### config.mk
export PLATFORM = sky130hd
export DESIGN_NAME = gp_initiator
export DESIGN_NICKNAME = d
export VERILOG_FILES = /design/src/rtl/gp_pkg.sv /design/src/rtl/gp_timeout_ctr.sv /design/src/rtl/gp_initiator.sv
export SDC_FILE = /design/constraint.sdc
export NUM_CORES = 1
export LEC_CHECK = 0
export ABC_AREA = 1
export BUFFER_PORTS_ARGS = -buffer_cell sky130_fd_sc_hd__buf_2
export CORE_MARGIN = 2
export CORE_UTILIZATION = 43
export DETAILED_ROUTE_END_ITERATION = 7
export PLACE_DENSITY = 0.73
export SYNTH_ARGS = -nofsm -noshare
export SYNTH_HDL_FRONTEND = slang
export SYNTH_SLANG_ARGS = --single-unit
### constraint.sdc
create_clock -name clk_i -period 2 [get_ports clk_i]
set_input_delay 0.1 -clock clk_i [delete_from_list [all_inputs] [get_ports clk_i]]
set_output_delay 0.1 -clock clk_i [all_outputs]
set_load 0.03 [all_outputs]
### src/rtl/gp_pkg.sv
// Shared types for the generic-payload initiator: command/status encodings,
// the latched request record and the initiator state machine encoding.
package gp_pkg;

  localparam int GP_ADDR_W = 32;
  localparam int GP_DATA_W = 32;

  typedef enum logic [1:0] {
    GP_READ    = 2'd0,
    GP_WRITE   = 2'd1,
    GP_IGNORE  = 2'd2,
    GP_END_SIM = 2'd3
  } gp_cmd_e;

  typedef enum logic [2:0] {
    GP_OK                = 3'd0,
    GP_INCOMPLETE        = 3'd1,
    GP_GENERIC_ERROR     = 3'd2,
    GP_ADDRESS_ERROR     = 3'd3,
    GP_BYTE_ENABLE_ERROR = 3'd4
  } gp_status_e;

  typedef struct packed {
    gp_cmd_e                  cmd;
    logic [GP_ADDR_W-1:0]     addr;
    logic [GP_DATA_W-1:0]     data;
    logic [GP_DATA_W/8-1:0]   be;
  } gp_req_t;

  typedef enum logic [2:0] {
    ST_IDLE     = 3'd0,
    ST_ISSUE    = 3'd1,
    ST_WAIT_RSP = 3'd2,
    ST_RESPOND  = 3'd3,
    ST_DONE     = 3'd4
  } gp_state_e;

endpackage

### src/rtl/gp_timeout_ctr.sv
// Response watchdog: counts cycles while enabled, flags the last allowed cycle.
module gp_timeout_ctr #(
  parameter int TIMEOUT = 64
) (
  input  logic clk_i,
  input  logic rst_ni,
  input  logic clr_i,
  input  logic en_i,
  output logic expire_o
);

  localparam int CW = $clog2(TIMEOUT + 1);

  logic [CW-1:0] cnt_d, cnt_q;

  assign expire_o = (cnt_q == CW'(TIMEOUT - 1));

  always_comb begin
    cnt_d = cnt_q;
    if (clr_i) begin
      cnt_d = '0;
    end else if (en_i && !expire_o) begin
      cnt_d = cnt_q + CW'(1);
    end
  end

  always_ff @(posedge clk_i or negedge rst_ni) begin
    if (!rst_ni) begin
      cnt_q <= '0;
    end else begin
      cnt_q <= cnt_d;
    end
  end

endmodule

### src/rtl/gp_initiator.sv
// Generic-payload initiator: validates a client request, forwards it to the
// target, waits (bounded) for the response and returns status/data to the client.
module gp_initiator
  import gp_pkg::*;
#(
  parameter int ADDR_W   = GP_ADDR_W,
  parameter int DATA_W   = GP_DATA_W,
  parameter int ADDR_MAX = 255,
  parameter int TIMEOUT  = 64
) (
  input  logic                clk_i,
  input  logic                rst_ni,
  input  logic                req_valid_i,
  output logic                req_ready_o,
  input  logic [1:0]          req_cmd_i,
  input  logic [ADDR_W-1:0]   req_addr_i,
  input  logic [DATA_W-1:0]   req_data_i,
  input  logic [DATA_W/8-1:0] req_be_i,
  output logic                rsp_valid_o,
  input  logic                rsp_ready_i,
  output logic [2:0]          rsp_status_o,
  output logic [DATA_W-1:0]   rsp_data_o,
  output logic                tgt_valid_o,
  input  logic                tgt_ready_i,
  output logic [1:0]          tgt_cmd_o,
  output logic [ADDR_W-1:0]   tgt_addr_o,
  output logic [DATA_W-1:0]   tgt_data_o,
  output logic [DATA_W/8-1:0] tgt_be_o,
  input  logic                tgt_rsp_valid_i,
  input  logic [2:0]          tgt_rsp_status_i,
  input  logic [DATA_W-1:0]   tgt_rsp_data_i,
  output logic                end_sim_o,
  output logic                busy_o,
  output logic [15:0]         txn_cnt_o
);

  gp_state_e           state_d, state_q;
  gp_req_t             req_d, req_q;
  gp_status_e          rsp_status_d, rsp_status_q;
  logic [DATA_W-1:0]   rsp_data_d, rsp_data_q;
  logic [15:0]         txn_cnt_d, txn_cnt_q;
  logic                end_sim_d, end_sim_q;
  logic                req_ready_d, req_ready_q;
  logic                tgt_valid_d, tgt_valid_q;
  logic                rsp_valid_d, rsp_valid_q;
  logic                busy_d, busy_q;
  logic                tmo_expire;

  gp_timeout_ctr #(
    .TIMEOUT (TIMEOUT)
  ) u_tmo (
    .clk_i    (clk_i),
    .rst_ni   (rst_ni),
    .clr_i    (state_q != ST_WAIT_RSP),
    .en_i     (state_q == ST_WAIT_RSP),
    .expire_o (tmo_expire)
  );

  always_comb begin
    state_d      = state_q;
    req_d        = req_q;
    rsp_status_d = rsp_status_q;
    rsp_data_d   = rsp_data_q;
    txn_cnt_d    = txn_cnt_q;
    end_sim_d    = end_sim_q;

    unique case (state_q)
      ST_IDLE: begin
        if (req_valid_i && req_ready_q) begin
          req_d.cmd  = gp_cmd_e'(req_cmd_i);
          req_d.addr = GP_ADDR_W'(req_addr_i);
          req_d.data = GP_DATA_W'(req_data_i);
          req_d.be   = (GP_DATA_W/8)'(req_be_i);
          rsp_data_d = '0;
          // Local checks in priority order; IGNORE succeeds even for a bad address
          if (gp_cmd_e'(req_cmd_i) == GP_IGNORE) begin
            rsp_status_d = GP_OK;
            state_d      = ST_RESPOND;
          end else if (req_addr_i > ADDR_W'(ADDR_MAX)) begin
            rsp_status_d = GP_ADDRESS_ERROR;
            state_d      = ST_RESPOND;
          end else if (gp_cmd_e'(req_cmd_i) == GP_WRITE && req_be_i == '0) begin
            rsp_status_d = GP_BYTE_ENABLE_ERROR;
            state_d      = ST_RESPOND;
          end else begin
            state_d = ST_ISSUE;
          end
        end
      end
      ST_ISSUE: begin
        if (tgt_ready_i) begin
          if (req_q.cmd == GP_END_SIM) begin
            end_sim_d = 1'b1;
            state_d   = ST_DONE;
          end else begin
            state_d = ST_WAIT_RSP;
          end
        end
      end
      ST_WAIT_RSP: begin
        if (tgt_rsp_valid_i) begin
          rsp_status_d = gp_status_e'(tgt_rsp_status_i);
          if (req_q.cmd == GP_READ && gp_status_e'(tgt_rsp_status_i) == GP_OK) begin
            rsp_data_d = tgt_rsp_data_i;
          end else begin
            rsp_data_d = '0;
          end
          state_d = ST_RESPOND;
        end else if (tmo_expire) begin
          rsp_status_d = GP_GENERIC_ERROR;
          rsp_data_d   = '0;
          state_d      = ST_RESPOND;
        end
      end
      ST_RESPOND: begin
        if (rsp_ready_i) begin
          if (txn_cnt_q != 16'hFFFF) begin
            txn_cnt_d = txn_cnt_q + 16'd1;
          end
          state_d = ST_IDLE;
        end
      end
      ST_DONE: begin
        state_d = ST_DONE;
      end
      default: begin
        state_d = ST_IDLE;
      end
    endcase

    // Handshake outputs are registered copies of the next state
    req_ready_d = (state_d == ST_IDLE);
    tgt_valid_d = (state_d == ST_ISSUE);
    rsp_valid_d = (state_d == ST_RESPOND);
    busy_d      = (state_d != ST_IDLE);
  end

  always_ff @(posedge clk_i or negedge rst_ni) begin
    if (!rst_ni) begin
      state_q      <= ST_IDLE;
      req_q        <= '0;
      rsp_status_q <= GP_OK;
      rsp_data_q   <= '0;
      txn_cnt_q    <= '0;
      end_sim_q    <= 1'b0;
      req_ready_q  <= 1'b0;
      tgt_valid_q  <= 1'b0;
      rsp_valid_q  <= 1'b0;
      busy_q       <= 1'b0;
    end else begin
      state_q      <= state_d;
      req_q        <= req_d;
      rsp_status_q <= rsp_status_d;
      rsp_data_q   <= rsp_data_d;
      txn_cnt_q    <= txn_cnt_d;
      end_sim_q    <= end_sim_d;
      req_ready_q  <= req_ready_d;
      tgt_valid_q  <= tgt_valid_d;
      rsp_valid_q  <= rsp_valid_d;
      busy_q       <= busy_d;
    end
  end

  assign req_ready_o  = req_ready_q;
  assign rsp_valid_o  = rsp_valid_q;
  assign rsp_status_o = rsp_status_q;
  assign rsp_data_o   = rsp_data_q;
  assign tgt_valid_o  = tgt_valid_q;
  assign tgt_cmd_o    = req_q.cmd;
  assign tgt_addr_o   = ADDR_W'(req_q.addr);
  assign tgt_data_o   = DATA_W'(req_q.data);
  assign tgt_be_o     = (DATA_W/8)'(req_q.be);
  assign end_sim_o    = end_sim_q;
  assign busy_o       = busy_q;
  assign txn_cnt_o    = txn_cnt_q;

endmodule

* Word level (Yosys, flattened, before mapping)
Cells that the tools add are included.
** Operators by class
- Equality and inequality tests :: 15
- Reductions and logical operators :: 18
- Magnitude comparators :: 1
- Add/subtract/negate cells :: 2
- Mux-type cells :: 24
** Operators by type and width (number)
- two-way mux 32 bit :: 4
- case mux 32 bit (2 select lines) :: 1
- two-way mux 3 bit :: 12
- > comparator 32 x 8 -> 1 bit, second input constant :: 1
- adder 16 x 1 -> 16 bit, second input constant :: 1
- inequality test 16 bit, second input constant :: 1
- case mux 3 bit (5 select lines) :: 1
- two-way mux 7 bit :: 2
- equality test 3 x 2 -> 1 bit, second input constant :: 3
- logical NOT 3 bit :: 3
- AND reduction 3 bit :: 3
- adder 7 x 1 -> 7 bit, second input constant :: 1
- equality test 7 x 6 -> 1 bit, second input constant :: 1
- equality test 3 x 1 -> 1 bit, second input constant :: 2
- two-way mux 2 bit :: 3
- case mux 3 bit (2 select lines) :: 1
- equality test 2 bit, second input constant :: 2
- logical AND 1 bit :: 4
- logical NOT 4 bit :: 1
- inequality test 4 bit, second input constant :: 1
- AND reduction 4 bit :: 1
- nonzero test 2 bit :: 2
- equality test 3 bit, second input constant :: 1
- inequality test 3 x 2 -> 1 bit, second input constant :: 1
- other kinds (7) :: 7
** Word-level totals
- Input bits :: 111
- Output and inout port bits :: 126
- Word-level logic and storage cells :: 74
- Bits in registers :: 136

* Longest topological paths before layout
- Word-level depth :: 8
- Gate-level depth with buffers :: 11
- Depth with buffers taken out :: 10

* Cells and area by module
Synthesis repeated with hierarchy kept, for this count alone.
** Unflattened totals
- Cell total of the unflattened synthesis :: 714
- Area, all modules :: 6120.9 um2
** Modules (own cells, without submodules)
- gp_initiator :: cells an instance 646, area each 5634.2 um2, seq. area each 3228.1 um2, instances 1
- gp_timeout_ctr :: cells an instance 68, area each 486.7 um2, seq. area each 175.2 um2, instances 1

* Worst setup path before layout
Ideal clock, no wire load.
- Path type :: reg2reg
- From :: reg txn_cnt_q[0] (netlist: txn_cnt_o[0])
- To :: reg txn_cnt_q[7] (netlist: txn_cnt_o[7])
- Library setup time :: 0.123 ns
- Slack :: 0.182 ns
- Stages on the path, launching flop included :: 12
- Required time :: 1.877 ns
- Arrival :: 1.695 ns
- Buffers on the path :: 1
- Period minus slack after synthesis :: 1.818 ns
- Path through :: dfrtp_1 > ha_1 > nand2_1 > nor3_4 > nand2_2 > nor2_2 > nand2_2 > nand2_4 > inv_4 > buf_6 > nand3_2 > nand2_1
** On the way
- Longest elaborated chain between the ends :: 2
- Elaborated cells between the ends (all ways) :: 3
- Classes of those cells :: add/sub: 1; eq/ne: 1; reduce/logical: 1
** RTL lines
- start, declared :: RTL line gp_initiator.sv:41 : logic [15:0] txn_cnt_d, txn_cnt_q;
- start signal, assigned :: RTL line gp_initiator.sv:155 : txn_cnt_q <= txn_cnt_d;
- branches (longest 2 deep; another with adder 16 x 1 -> 16 bit)
Several ways; the timed one is not identified.
A chain may end at the register's enable or synchronous reset.

* Final worst setup path
- From :: reg txn_cnt_q[0] (netlist: txn_cnt_o[0])
- To :: reg txn_cnt_q[5] (netlist: txn_cnt_o[5])
The elaborated chain is that of the path after synthesis.

==> impl_metrics.env <==
export IMPL_status="finished, final reports clean"
export IMPL_rsz0062_at_grt="no"
export IMPL_pwr_share_comb_pct=40.5
export IMPL_grt_use_total_pct=25.1
export IMPL_drt_total_wl_mm=17.5
export IMPL_layout_drive_gt1_share_pct=28.2
export IMPL_switching_power_mw=5.12
export IMPL_total_power_mw=12.1
export IMPL_dpl_hpwl_mm=10.6
export IMPL_first_global_vias=6001
export IMPL_synthXorXnorAreaFrac_pct=2.29
export IMPL_cp_slowest_cell="dfrtp_1"
export IMPL_fmax_mhz=558
export IMPL_area_growth_pct=53.1
export IMPL_yosys_area_share_simple_pct=30.9
export IMPL_clk_pin_slew_worst_paths_ns=0.05
export IMPL_drc_errors=0
export IMPL_clockBufferDepth=2
export IMPL_hp_start="tgt_rsp_status_i[2]"
export IMPL_slew_viol_final=0
export IMPL_clkLatencyLatePin_ns=0.42
export IMPL_initial_core_util_pct=43.7
export IMPL_cp_start_kind="register"
export IMPL_cts_tree="done"
export IMPL_cts_sinks=136
export IMPL_syn_nets=791
export IMPL_ctsHtreeMaxLevel=4
export IMPL_crit_arrival_ns=2.10
export IMPL_muxShareOfSynthArea_pct=0
export IMPL_clkPwrFrac_pct=25.0
export IMPL_crit_path_start="txn_cnt_o[0]"
export IMPL_ant_nets=0
export IMPL_dpl_cell_count=1076
export IMPL_ys_ff_latch=136
export IMPL_cts_root_buffer="clkbuf_16"
export IMPL_drt_iter0_drc=489
export IMPL_cts_inserted_buffers=17
export IMPL_period_needed_ns=1.79
export IMPL_core_area_um2=13100
export IMPL_synth_area_um2=5750
export IMPL_end_kind="register"
export IMPL_fin_util_pct=67.0
export IMPL_wl_per_cell_um=14.4
export IMPL_hold_violations=0
export IMPL_yosysSeqAreaShare_pct=59.2
export IMPL_die_area_um2=14300
export IMPL_ys_types=29
export IMPL_r2r_cells=10
export IMPL_fin_setup_tns_ns=0
export IMPL_critical_path_max_fanout=16
export IMPL_pin_count=237
export IMPL_yosys_warnings=0
export IMPL_ctsResizeCount=0
export IMPL_die_w_um=120
export IMPL_synthTopCellsByArea="dfrtp_1 (59%), nand2_1 (21%), nand3_1 (4.4%)"
export IMPL_nNetsFinal=1134
export IMPL_power_ir_vdd_worst_v=0.000867
export IMPL_crit_chain="ha_1 -> nand2_1 -> nor3_4 -> nand2_2 -> nor2_2 -> nand2_2 -> nand2_4 -> inv_4 -> nand2_1 -> o21ai_2"
export IMPL_die_h_um=120
export IMPL_worst_ep_required_time_ns=2.31
export IMPL_postLayoutCellArea_um2=8800
export IMPL_setup_violations_final=0
export IMPL_min_period_over_period_pct=89.6
export IMPL_clock_skew_ns=0.00923
export IMPL_syn_inst=678
export IMPL_hold_path_depth=5
export IMPL_hp_class="in2reg"
export IMPL_num_rows=42
export IMPL_whs_endpoint="rsp_status_o[2]"
export IMPL_synth_compound_area_share_pct=2.68
export IMPL_r2r_start="txn_cnt_o[0]"
export IMPL_crit_type="reg2reg"
export IMPL_reg2reg_setup_slack_ns=0.21
export IMPL_tightest_slew_ns=0.451
export IMPL_placed_cell_area_um2=7200
export IMPL_gp_congestion=0.841
export IMPL_p_leak_nw=4.90
export IMPL_grt_pass1_wl_mm=28.4
export IMPL_finalNonFillerCells=1210
export IMPL_synth_top_family_by_area="simple AND/OR/NAND/NOR gates"
export IMPL_vias=5849
export IMPL_globalRouteOverflowTotal=0
export IMPL_yosysTopAreaCell="dfrtp_1"
export IMPL_seq_power_share_pct=34.5
export IMPL_synth_adder_area_share_pct=0.435
export IMPL_grt_antenna_before_repair=0
export IMPL_max_stage_delay_ns=0.42
export IMPL_via_per_inst=4.83
export IMPL_power_density_nw_per_um2=1370
export IMPL_grt_max_degree=64
export IMPL_reg2reg_to="txn_cnt_o[5]"
export IMPL_maxCapViolations=0
export IMPL_dr_pass1_iters=4
export IMPL_p_int_mw=6.97
export IMPL_synth_avg_cell_area_um2=8.48
export IMPL_switching_share_pct=42.4
export IMPL_slew_headroom_pct=69.9
export IMPL_n_antenna_cell=0
export IMPL_synth_top_area_share_pct=59.2
export IMPL_port_buffer_count=236
[power by group through the flow]
stage | clock network (mW) | registers [mW] | logic (mW)
3_3_place_gp | 0 | 4.15 | 4.61
5_1_grt | 3.19 | 4.27 | 5.28
3_5_place_dp | 0 | 4.16 | 4.68
4_1_cts | 3.06 | 4.14 | 4.84
2_1_floorplan | 0 | 5.76 | 1.47
6_report | 3.03 | 4.17 | 4.89
[layout by cell type (no fill, tap or decap), types with 7 or more instances in the layout]
master           n
nand2_1        324
buf_2          235
dfrtp_1        136
dlygate4sd3_1  102
nand3_1         50
nor2_1          37
inv_1           32
clkbuf_16       17
o21ai_0         16
xor2_1           9
nor3_1           8
nand4_1          7
[per-stage QoR]
stage	hold WS, ns	setup slack (ns)
detailed placement	0.0569	0.252
floorplan	-0.196	0.182
finish	0.0293	0.208
CTS	0.0207	0.220
global route	0.0485	0.00922
global placement	0.0645	0.313
[critical path: cells and delay by family (launching register included)]
family,cells,cell delay (ns)
adders and majority gates,1,0.23
buffers and inverters,1,0.12
DFF,1,0.42
and+or+nand+nor,7,0.85
AOI/OAI and AO/OA,1,0.05
[area by class of cell]
cell class,instances,area [um2]
Multi-Input combinational cell,481,2090
Fill cell,1054,4340
Clock inverter,6,63.8
Tap cell,176,220
Timing Repair Buffer,350,2370
Sequential cell,136,3400
Clock buffer,26,509
Inverter,35,134
[worst max path at each step]
stage / end / cells after the start
finish: txn_cnt_o[5] / 10
global route: busy_o / 9
CTS: txn_cnt_o[5] / 10
detailed placement: txn_cnt_o[5] / 10
global placement: txn_cnt_o[5] / 10
floorplan: txn_cnt_o[7] / 11
[synth_stat cells]
master / n
inv_4: 1
nor3_1: 8
xnor2_1: 6
o21ai_0: 16
inv_1: 33
nor3_4: 1
nand3_1: 50
nor2_2: 2
nand2_1: 324
a21oi_1: 5
xor2_1: 9
clkbuf_1: 10
nand2_4: 1
nand3_2: 1
nand2_2: 3
buf_4: 1
nor4_1: 2
inv_2: 1
o31ai_1: 1
dfrtp_1: 136
buf_6: 1
a31oi_1: 1
nand3b_1: 1
buf_2: 10
ha_1: 2
nand4_1: 7
buf_1: 4
nor2_1: 37
o21ai_2: 4
[per-layer routing]
metal | vias up | global-route usage, % | wire length, um
met5 | - | 0 | 0
met4 | 0 | 12.7 | 694
met3 | 62 | 5.85 | 884
met2 | 221 | 42.7 | 8770
li1 | 2805 | - | -
met1 | 2761 | 29.8 | 7120
[timing repair]
action                    in CTS  in global routing
hold endpoints to repair     151                  0
hold buffers                 102                  0
setup buffers                  0                  0
[registers in the layout, indices dropped and copies added, names as in the netlist, 3 cells and up]
register      flops
tgt_be_o          4
tgt_data_o       32
rsp_data_o       32
state_q           3
u_tmo.cnt_q       7
txn_cnt_o        16
rsp_status_o      3
tgt_addr_o       32
[logic make-up (layout without fill, tap and decap cells)]
family          count (synthesis)  count (layout)
simple gates                  437             437
flops                         136             136
buf+inv                        61             417
compound gates                 27              27
xor+xnor                       15              15
fa+ha+maj                       2               2
No activity file was read; power rests on OpenSTA's default activity.
